**config.mk**
```make
export PLATFORM = sky130hd
export DESIGN_NAME = clip_sequencer
export DESIGN_NICKNAME = d
export VERILOG_FILES = /design/src/rtl/audio_pkg.sv /design/src/rtl/clip_len_table.sv /design/src/rtl/clip_sequencer.sv
export SDC_FILE = /design/constraint.sdc
export NUM_CORES = 1
export LEC_CHECK = 0
export CAP_MARGIN = 15
export CORE_MARGIN = 4
export CORE_UTILIZATION = 25
export CTS_BUF_LIST = sky130_fd_sc_hd__clkbuf_4
export CTS_CLUSTER_DIAMETER = 200
export CTS_CLUSTER_SIZE = 12
export DETAILED_ROUTE_END_ITERATION = 8
export SYNTH_ARGS = -nofsm -noshare
export SYNTH_HDL_FRONTEND = slang
export SYNTH_SLANG_ARGS = --single-unit
```
**constraint.sdc**
```tcl
create_clock -name clock_i -period 2.4 [get_ports clock_i]
set_input_delay 0.48 -clock clock_i [delete_from_list [all_inputs] [get_ports clock_i]]
set_output_delay 0.48 -clock clock_i [all_outputs]
set_load 0.005 [all_outputs]
```
**src/rtl/audio_pkg.sv**
```systemverilog
// audio_pkg: shared state encoding, default sample width and address helper
// for the clip record/playback datapath.
package audio_pkg;

    typedef enum logic [1:0] {
        ST_IDLE   = 2'b00,
        ST_RECORD = 2'b01,
        ST_PLAY   = 2'b10,
        ST_DRAIN  = 2'b11
    } state_t;

    localparam int SAMPLE_W_DEFAULT = 16;

    // Address is {clip, ptr}; the pointer never carries into the clip field.
    function automatic logic [31:0] compose_addr(input logic [31:0] clip, input logic [31:0] ptr,
                                                 input int ptr_w);
        return (clip << ptr_w) | ptr;
    endfunction

endpackage

```
**src/rtl/clip_len_table.sv**
```systemverilog
// clip_len_table: per-clip recorded length register file, one write port and
// two asynchronous read ports.
module clip_len_table #(
    parameter int NUM_CLIPS = 4,
    parameter int CLIP_W    = 2,
    parameter int LEN_W     = 11
) (
    input  logic              clock_i,
    input  logic              reset_ni,
    input  logic              we,
    input  logic [CLIP_W-1:0] waddr,
    input  logic [LEN_W-1:0]  wdata,
    input  logic [CLIP_W-1:0] raddr_a,
    input  logic [CLIP_W-1:0] raddr_b,
    output logic [LEN_W-1:0]  rdata_a,
    output logic [LEN_W-1:0]  rdata_b
);

    logic [LEN_W-1:0] len [NUM_CLIPS];

    always_ff @(posedge clock_i or negedge reset_ni) begin
        if (!reset_ni) begin
            for (int i = 0; i < NUM_CLIPS; i++) len[i] <= '0;
        end else if (we) begin
            len[waddr] <= wdata;
        end
    end

    assign rdata_a = len[raddr_a];
    assign rdata_b = len[raddr_b];

endmodule

```
**src/rtl/clip_sequencer.sv**
```systemverilog
// clip_sequencer: multi-clip record/playback controller driving a single-port
// sample RAM through a req/ack handshake, with loop, stop and overrun detection.
module clip_sequencer
    import audio_pkg::*;
#(
    parameter int SAMPLE_W   = SAMPLE_W_DEFAULT,
    parameter int NUM_CLIPS  = 4,
    parameter int CLIP_DEPTH = 1024,
    parameter int CLIP_W     = $clog2(NUM_CLIPS),
    parameter int PTR_W      = $clog2(CLIP_DEPTH)
) (
    input  logic                    clock_i,
    input  logic                    reset_ni,
    input  logic                    play_i,
    input  logic                    record_i,
    input  logic                    stop_i,
    input  logic                    loop_i,
    input  logic [CLIP_W-1:0]       play_clip_i,
    input  logic [CLIP_W-1:0]       record_clip_i,
    input  logic                    sample_tick_i,
    input  logic [SAMPLE_W-1:0]     mic_sample_i,
    output logic                    mem_req_o,
    output logic                    mem_we_o,
    output logic [CLIP_W+PTR_W-1:0] mem_addr_o,
    output logic [SAMPLE_W-1:0]     mem_wdata_o,
    input  logic                    mem_ack_i,
    input  logic [SAMPLE_W-1:0]     mem_rdata_i,
    output logic [SAMPLE_W-1:0]     spk_sample_o,
    output logic                    spk_valid_o,
    output logic [CLIP_W-1:0]       active_clip_o,
    output logic [1:0]              state_o,
    output logic                    overrun_o,
    output logic                    empty_err_o
);

    localparam int ADDR_W = CLIP_W + PTR_W;
    localparam int LEN_W  = PTR_W + 1;

    state_t              state_q, state_d;
    logic [PTR_W-1:0]    ptr_q, ptr_d;
    logic [CLIP_W-1:0]   clip_q, clip_d;
    logic                req_q, req_d, we_q, we_d;
    logic [ADDR_W-1:0]   addr_q, addr_d;
    logic [SAMPLE_W-1:0] wdata_q, wdata_d, spk_q, spk_d;
    logic                spk_valid_q, spk_valid_d, overrun_q, overrun_d, empty_q, empty_d;
    logic                len_we;
    logic [CLIP_W-1:0]   len_waddr;
    logic [LEN_W-1:0]    len_wdata, len_play, len_active, ptr_next;
    logic                ack, busy;

    clip_len_table #(.NUM_CLIPS(NUM_CLIPS), .CLIP_W(CLIP_W), .LEN_W(LEN_W)) u_len (
        .clock_i (clock_i),
        .reset_ni(reset_ni),
        .we      (len_we),
        .waddr   (len_waddr),
        .wdata   (len_wdata),
        .raddr_a (play_clip_i),
        .raddr_b (clip_q),
        .rdata_a (len_play),
        .rdata_b (len_active)
    );

    assign ack      = req_q && mem_ack_i;
    assign busy     = state_q == ST_RECORD || state_q == ST_PLAY;
    assign ptr_next = LEN_W'(ptr_q) + LEN_W'(1);

    always_ff @(posedge clock_i or negedge reset_ni) begin
        if (!reset_ni) begin
            state_q     <= ST_IDLE;
            ptr_q       <= '0;
            clip_q      <= '0;
            req_q       <= 1'b0;
            we_q        <= 1'b0;
            addr_q      <= '0;
            wdata_q     <= '0;
            spk_q       <= '0;
            spk_valid_q <= 1'b0;
            overrun_q   <= 1'b0;
            empty_q     <= 1'b0;
        end else begin
            state_q     <= state_d;
            ptr_q       <= ptr_d;
            clip_q      <= clip_d;
            req_q       <= req_d;
            we_q        <= we_d;
            addr_q      <= addr_d;
            wdata_q     <= wdata_d;
            spk_q       <= spk_d;
            spk_valid_q <= spk_valid_d;
            overrun_q   <= overrun_d;
            empty_q     <= empty_d;
        end
    end

    always_comb begin
        state_d     = state_q;
        ptr_d       = ptr_q;
        clip_d      = clip_q;
        req_d       = req_q;
        we_d        = we_q;
        addr_d      = addr_q;
        wdata_d     = wdata_q;
        spk_d       = spk_q;
        spk_valid_d = 1'b0;
        overrun_d   = overrun_q;
        empty_d     = 1'b0;
        len_we      = 1'b0;
        len_waddr   = clip_q;
        len_wdata   = ptr_next;
        // A completing access always lands its side effect, whatever the state does next.
        if (ack) begin
            req_d = 1'b0;
            if (we_q) len_we = 1'b1;
            else begin
                spk_d       = mem_rdata_i;
                spk_valid_d = 1'b1;
            end
        end
        if (state_q == ST_IDLE) begin
            if (record_i) begin
                state_d   = ST_RECORD;
                ptr_d     = '0;
                clip_d    = record_clip_i;
                len_we    = 1'b1;
                len_waddr = record_clip_i;
                len_wdata = '0;
            end else if (play_i) begin
                if (len_play != '0) begin
                    state_d = ST_PLAY;
                    ptr_d   = '0;
                    clip_d  = play_clip_i;
                end else empty_d = 1'b1;
            end
        end else if (busy) begin
            if (sample_tick_i && req_q) overrun_d = 1'b1;
            else if (sample_tick_i && !stop_i) begin
                req_d  = 1'b1;
                we_d   = state_q == ST_RECORD;
                addr_d = ADDR_W'(compose_addr(32'(clip_q), 32'(ptr_q), PTR_W));
                if (state_q == ST_RECORD) wdata_d = mic_sample_i;
            end
            if (ack) begin
                ptr_d = ptr_q + PTR_W'(1);
                if (state_q == ST_RECORD && ptr_next[PTR_W]) state_d = ST_IDLE;
                if (state_q == ST_PLAY && ptr_next == len_active) begin
                    ptr_d   = loop_i ? '0 : ptr_d;
                    state_d = loop_i ? ST_PLAY : ST_IDLE;
                end
            end
            if (stop_i) state_d = (req_q && !mem_ack_i) ? ST_DRAIN : ST_IDLE;
        end else if (ack) state_d = ST_IDLE;
    end

    assign mem_req_o     = req_q;
    assign mem_we_o      = we_q;
    assign mem_addr_o    = addr_q;
    assign mem_wdata_o   = wdata_q;
    assign spk_sample_o  = spk_q;
    assign spk_valid_o   = spk_valid_q;
    assign active_clip_o = clip_q;
    assign state_o       = state_q;
    assign overrun_o     = overrun_q;
    assign empty_err_o   = empty_q;

endmodule

```
Word level (Yosys, flattened, before mapping)
Cells that the tools add are included.

word-level totals
  output and inout bits = 53
  input port bits = 44
  flip-flop bits (word level) = 107
  logic and storage cells = 110

cells by class
  bitwise logic cells = 7
  reduce and logical (&&, ||, !) cells = 25
  equal/unequal tests = 6
  add/subtract/negate cells = 2
  mux-type cells = 51
  $lt $le $gt $ge = 4

operators with widths
  cell                   count
  $mux 10                8
  $mux 11                7
  $bmux 11 s2            2
  $bwmux 44              1
  $mux 2                 17
  $demux 11 s2           1
  $mux 1                 15
  $or 12x10->12          1
  $add 10x1->11 const B  1
  $eq 11x11->1           1
  $reduce_bool 11->1     1
  $add 10x1->10 const B  1
  $reduce_and 5->1       2
  $ge 3x3->1 const B     3
  $not 2->3              3
  $reduce_and 4->1       2
  $reduce_bool 2->1      4
  $logic_and 1x1->1      7
  $reduce_and 3->1       2
  $reduce_bool 3->1      2
  $ne 5x2->1 const B     1
  $lt 3x1->1 const B     1
  $ne 3x2->1 const B     1
  $ne 3x3->1 const B     1
  other kinds (7)        10

Logic depth before layout (Yosys ltp)
Gate-level depths: netlist (run 1).

  depth after elaboration = 11
  mapped depth = 10
  gate-level depth less buffers = 9

Modules after synthesis
Synthesis (run 1) repeated with hierarchy kept, for this count alone.

unflattened totals
  cells, all modules = 454
  area, all modules = 5,589.1 um^2

by module, submodules not included
  module          area each (um^2)  cells each  seq. area each (um^2)  times used
  clip_sequencer  3,221.8           332         1,576.5                1
  clip_len_table  2,367.3           122         1,101.1                1

Worst setup path after synthesis (run 1)
No wires, ideal clock.

  kind = reg-to-reg
  start point = register clip_q[0] (netlist: active_clip_o[0])
  end point = register ptr_q[4]
  required time = 2,272 ps
  setup time = 128 ps
  arrival = 2,165 ps
  stages on the path, launching flop included = 10
  slack = 107 ps
  buffers on the path = 2
  period minus slack after synthesis = 2,293 ps
  path through = dfrtp_1 buf_6 mux4_2 xnor2_1 or3_1 a21oi_2 nand4_2 buf_6 a31oi_1 o22ai_1

between the ends
  word-level cells in the longest chain between the ends = 10

RTL lines
  what                                         RTL line               source
  from (decl)                                  clip_sequencer.sv:41   logic [CLIP_W-1:0] clip_q, clip_d;
  from (signal assigned)                       clip_sequencer.sv:83   clip_q <= clip_d;
  $not 2->3 (not written as such)              clip_len_table.sv:30   assign rdata_b = len[raddr_b];
  $bmux 11 s2                                  clip_len_table.sv:30
  $mux 11 (not written as such) (2 in series)  clip_len_table.sv:30
  $eq 11x11->1                                 clip_sequencer.sv:145  if (state_q == ST_PLAY && ptr_next == len_active) begin
  $logic_and 1x1->1                            clip_sequencer.sv:145
  $mux 10                                      clip_sequencer.sv:145
  $mux 10                                      clip_sequencer.sv:142  if (ack) begin
  $mux 10                                      clip_sequencer.sv:134  end else if (busy) begin
  $mux 10                                      clip_sequencer.sv:119  if (state_q == ST_IDLE) begin
  to (signal assigned)                         clip_sequencer.sv:82   ptr_q <= ptr_d;
  to (decl)                                    clip_sequencer.sv:40   logic [PTR_W-1:0] ptr_q, ptr_d;

Every way passes these cells. The select of a mux whose other input is x is not followed.
A chain may end at the register's enable or synchronous reset.

Worst setup path after layout (run 1)
  start point = register clip_q[0] (netlist: active_clip_o[0])
  end point = register ptr_q[6]

Same word-level chain as after synthesis.

==> flow_metrics.py, run 1 <==
metrics = {
    "setup_path": {
        "crit_fanout": 6,
        "worst_path_most_repeated_cell": "buf_4",
        "cpPeakStageDelay_ns": 0.54,
        "endpoint_kind": "flip-flop",
        "critPathBufInv": 2,
        "crit_type": "reg -> reg",
        "worstSetupStartpointType": "flip-flop",
        "slowest_stage": "mux4_2",
        "crit_family": "multiplexers",
        "path_cells": "buf_4 > mux4_2 > or3_4 > a21oi_4 > buf_4 > nand4_4 > a31oi_1 > o22ai_1",
        "required_ns": 2.77,
        "arrival_ns": 2.80,
    },
    "cts": {
        "cts_root_buffer": "clkbuf_4",
        "htreeDepth": 3,
        "clk_pin_slew_worst_paths_ns": 0.16,
        "cts_sinks": 107,
        "clock_path_buffers": 2,
        "cts_tree": "done",
        "cts_buffers": 9,
        "clk_latency_ns": 0.47,
    },
    "synth": {
        "synthFlopType": "dfrtp_1",
        "ys_types": 52,
        "ys_seq_area_frac": 0.519,
        "synth_area_per_cell_um2": 12.4,
        "netlist_area_um2": 5160,
        "yosysWarnings": 0,
        "ys_async_sr_fraction": 1.00,
        "synthCells": 417,
        "synth_edf_count": 0,
        "synth_seq_cells": 107,
        "synth_fp_nets": 466,
    },
    "sta": {
        "fmax_ghz": 0.411,
        "max_slew.worst_pin.slew_ns": 0.549,
        "timing.final.ws_setup_ns": -0.0303,
        "rsz0062_at_grt": "true",
        "setup_violations": 8,
        "final-hold-violation-count": 0,
        "layout_worst_path_cycle_share": 1.01,
        "maxSlewHeadroom": 0.634,
        "slew_violations": 0,
        "fin_crit_ns": 2.43,
        "worst_clock_skew_ns": 0.0224,
        "hold_slack_ns": 0.495,
    },
    "drt": {
        "top_layer_used": "met4",
        "dr.pass1.iters": 4,
        "drc_errors": 0,
        "postRouteAntennaNets": 0,
        "routed-wl-met2_um": 6630,
        "first_iter_violations": 290,
        "wl_met3_um": 954,
        "vias": 3893,
        "met1_length_um": 5980,
        "routed_wl_um": 13700,
        "wire_per_inst_um": 16.7,
        "avgViaCountPerCell": 4.74,
    },
    "grt": {
        "track_usage": 0.119,
        "grt_pass1_wl_um": 21300,
        "grt_max_degree": 47,
        "antenna_found_initial": 0,
        "grt_pass1_vias": 3950,
        "grt-ovfl-total": 0,
    },
    "floorplanning": {
        "io-pin-count": 97,
        "core_um2": 20300,
        "chipHeight_um": 152,
        "num_rows": 52,
        "start_util": 0.254,
        "die_w_um": 152,
        "die_area_um2": 23000,
    },
    "placed_design": {
        "post_dp_cell_area_um2": 6620,
        "gp_congestion": 0.924,
        "hpwl_um": 10600,
        "port_buffers": 96,
    },
    "layout": {
        "stdcell_area_um2": 6890,
        "drive_gt1_frac": 0.276,
        "multi_input_area_um2": 2400,
        "seqCellArea_um2": 2680,
        "fill_cells": 2023,
        "final_nets": 595,
        "diodes": 0,
        "area_growth_pct": 33.5,
    },
    "power": {
        "cellPowerDensity_nw_per_um2": 969,
        "ir_worst_vdd_mv": 0.271,
        "leakagePower_nw": 2.97,
    },
    "outcome": {
        "violations": "setup timing",
        "status": "finished, violations left",
    },
    "hold_path": {
        "hold_class": "reg -> reg",
    },
    "flow_run": {
        "max_cap_viol_count": 0,
    },
}
[cell families (layout without fill, tap and decap cells)]
group / count (synthesis) / after routing / share of synthesized area
and+or+nand+nor: 115 / 116 / 0.112
adders and majority gates: 5 / 5 / 0.0121
buffers and inverters: 31 / 164 / 0.0320
muxes: 89 / 89 / 0.219
AOI/OAI and AO/OA: 58 / 58 / 0.0722
DFF: 107 / 107 / 0.519
xor gates and xnor gates: 12 / 12 / 0.0339
[placed cells by master (no fill, tap or decap), drive strengths merged, types with 5 or more instances in the layout]
cell type,instances
nand2b,5
clkbuf,10
nor2,17
mux4,11
a31oi,7
xnor3,5
xnor2,6
dfrtp,107
nand2,41
mux2,71
a21oi,8
mux2i,7
clkdlybuf4s50,95
inv,13
o21ai,27
buf,40
nand3,15
ha,5
nand4,7
nor4,10
[final timing paths]
path | startpoint | end | slack [ns] | cells after the start
max reg2reg | active_clip_o[0] | ptr_q[6] | -0.03 | 8
max in group asynchronous | reset_ni | spk_sample_o[9] | 1.12 | 3
min in group asynchronous | reset_ni | u_len.len[13] | 0.53 | 2
min | overrun_o | overrun_o | 0.49 | 1
max | active_clip_o[0] | ptr_q[6] | -0.03 | 8
min reg2reg | overrun_o | overrun_o | 0.49 | 1
[layout make-up]
cell class	instances	area share
sequential	107	0.389
tap	270	0.0490
clock inverter	6	0.00944
inverter	12	0.00653
timing repair buffer	136	0.188
multi-input combinational	280	0.348
clock buffer	10	0.0109
[cell usage after synthesis (2+ instances only)]
library cell    n  share of area
nand2b_1        5         0.0061
clkbuf_1       11         0.0080
o21ai_1         2         0.0019
o22ai_1         4         0.0048
xnor2_1         6          0.010
and4_1          3         0.0051
ha_1            5          0.012
and2_1          2         0.0024
xnor3_1         4          0.017
a21oi_1         7         0.0068
buf_2           3         0.0029
mux4_1          3          0.015
dfrtp_1       107           0.52
nor2_1         17          0.012
nor4_1         10          0.012
a31oi_1         7         0.0085
nor2b_1         3         0.0036
nand4_1         5         0.0061
or3_1           2         0.0024
buf_6           2         0.0044
inv_1          12         0.0087
mux2i_1         7          0.014
nor3_1          4         0.0039
o21ai_0        24          0.023
o211ai_1        2         0.0029
nand3_1        14          0.014
nand2_1        41          0.030
and3_1          3         0.0036
nor4b_1         2         0.0034
mux4_2          8          0.035
mux2_2         71           0.15
[per-stage QoR]
stage | utilization | power [W] | TNS, ns | instances | setup WS (ns)
floorplan | - | 0.00413 | 0 | 417 | 0.107
global placement | 0.326 | 0.00554 | -1.63 | 798 | -0.159
detailed placement | 0.326 | 0.00562 | -2.42 | 798 | -0.223
CTS | 0.335 | 0.00659 | -0.0727 | 816 | -0.0168
global route | 0.340 | 0.00712 | -1.10 | 821 | -0.139
finish | 0.340 | 0.00668 | -0.130 | 821 | -0.0303
[metal layers]
layer  track usage  vias up
met4        0.0270        0
met1         0.156     1970
li1              -     1786
met2         0.191      124
met5             0        -
met3        0.0387       13
[sequential cells by signal (all words and copies together), names as in the netlist]
signal,flops
mem_we_o,1
empty_err_o,1
mem_addr_o,12
mem_req_o,1
state_o,2
active_clip_o,2
u_len.len,44
overrun_o,1
spk_sample_o,16
spk_valid_o,1
ptr_q,10
mem_wdata_o,16
[power breakdown]
part           internal, W  switching, W  leakage [nW]
clock network     0.000332      0.000582        0.0768
logic              0.00179       0.00125          1.49
registers          0.00233      0.000396          1.40
[worst reg2reg max path, cell delays in order, from the launching register on]
cell and delay [ns]:
dfrtp_2 0.49, buf_4 0.14, mux4_2 0.54, or3_4 0.40, a21oi_4 0.19, buf_4 0.15
nand4_4 0.13, a31oi_1 0.20, o22ai_1 0.10
[what timing repair did]
action                     4_1_cts  5_1_grt
pin swaps                        5        8
hold buffers                     1        0
resized for setup                4       11
cloned                           0        1
hold endpoints to repair        38        0
buffers inserted                 1        4
setup endpoints to repair       12       12
No activity file was read; power rests on OpenSTA's default activity.
==> run 2, diff against run 1 <==
--- a/config.mk
+++ b/config.mk
@@ -5,6 +5,7 @@
 export SDC_FILE = /design/constraint.sdc
 export NUM_CORES = 1
 export LEC_CHECK = 0
+export ABC_CLOCK_PERIOD_IN_PS = 2400
 export CAP_MARGIN = 15
 export CORE_MARGIN = 4
 export CORE_UTILIZATION = 25
==> results of run 2 <==
No change in the layout: final DEF, timing and power equal those of run 1.
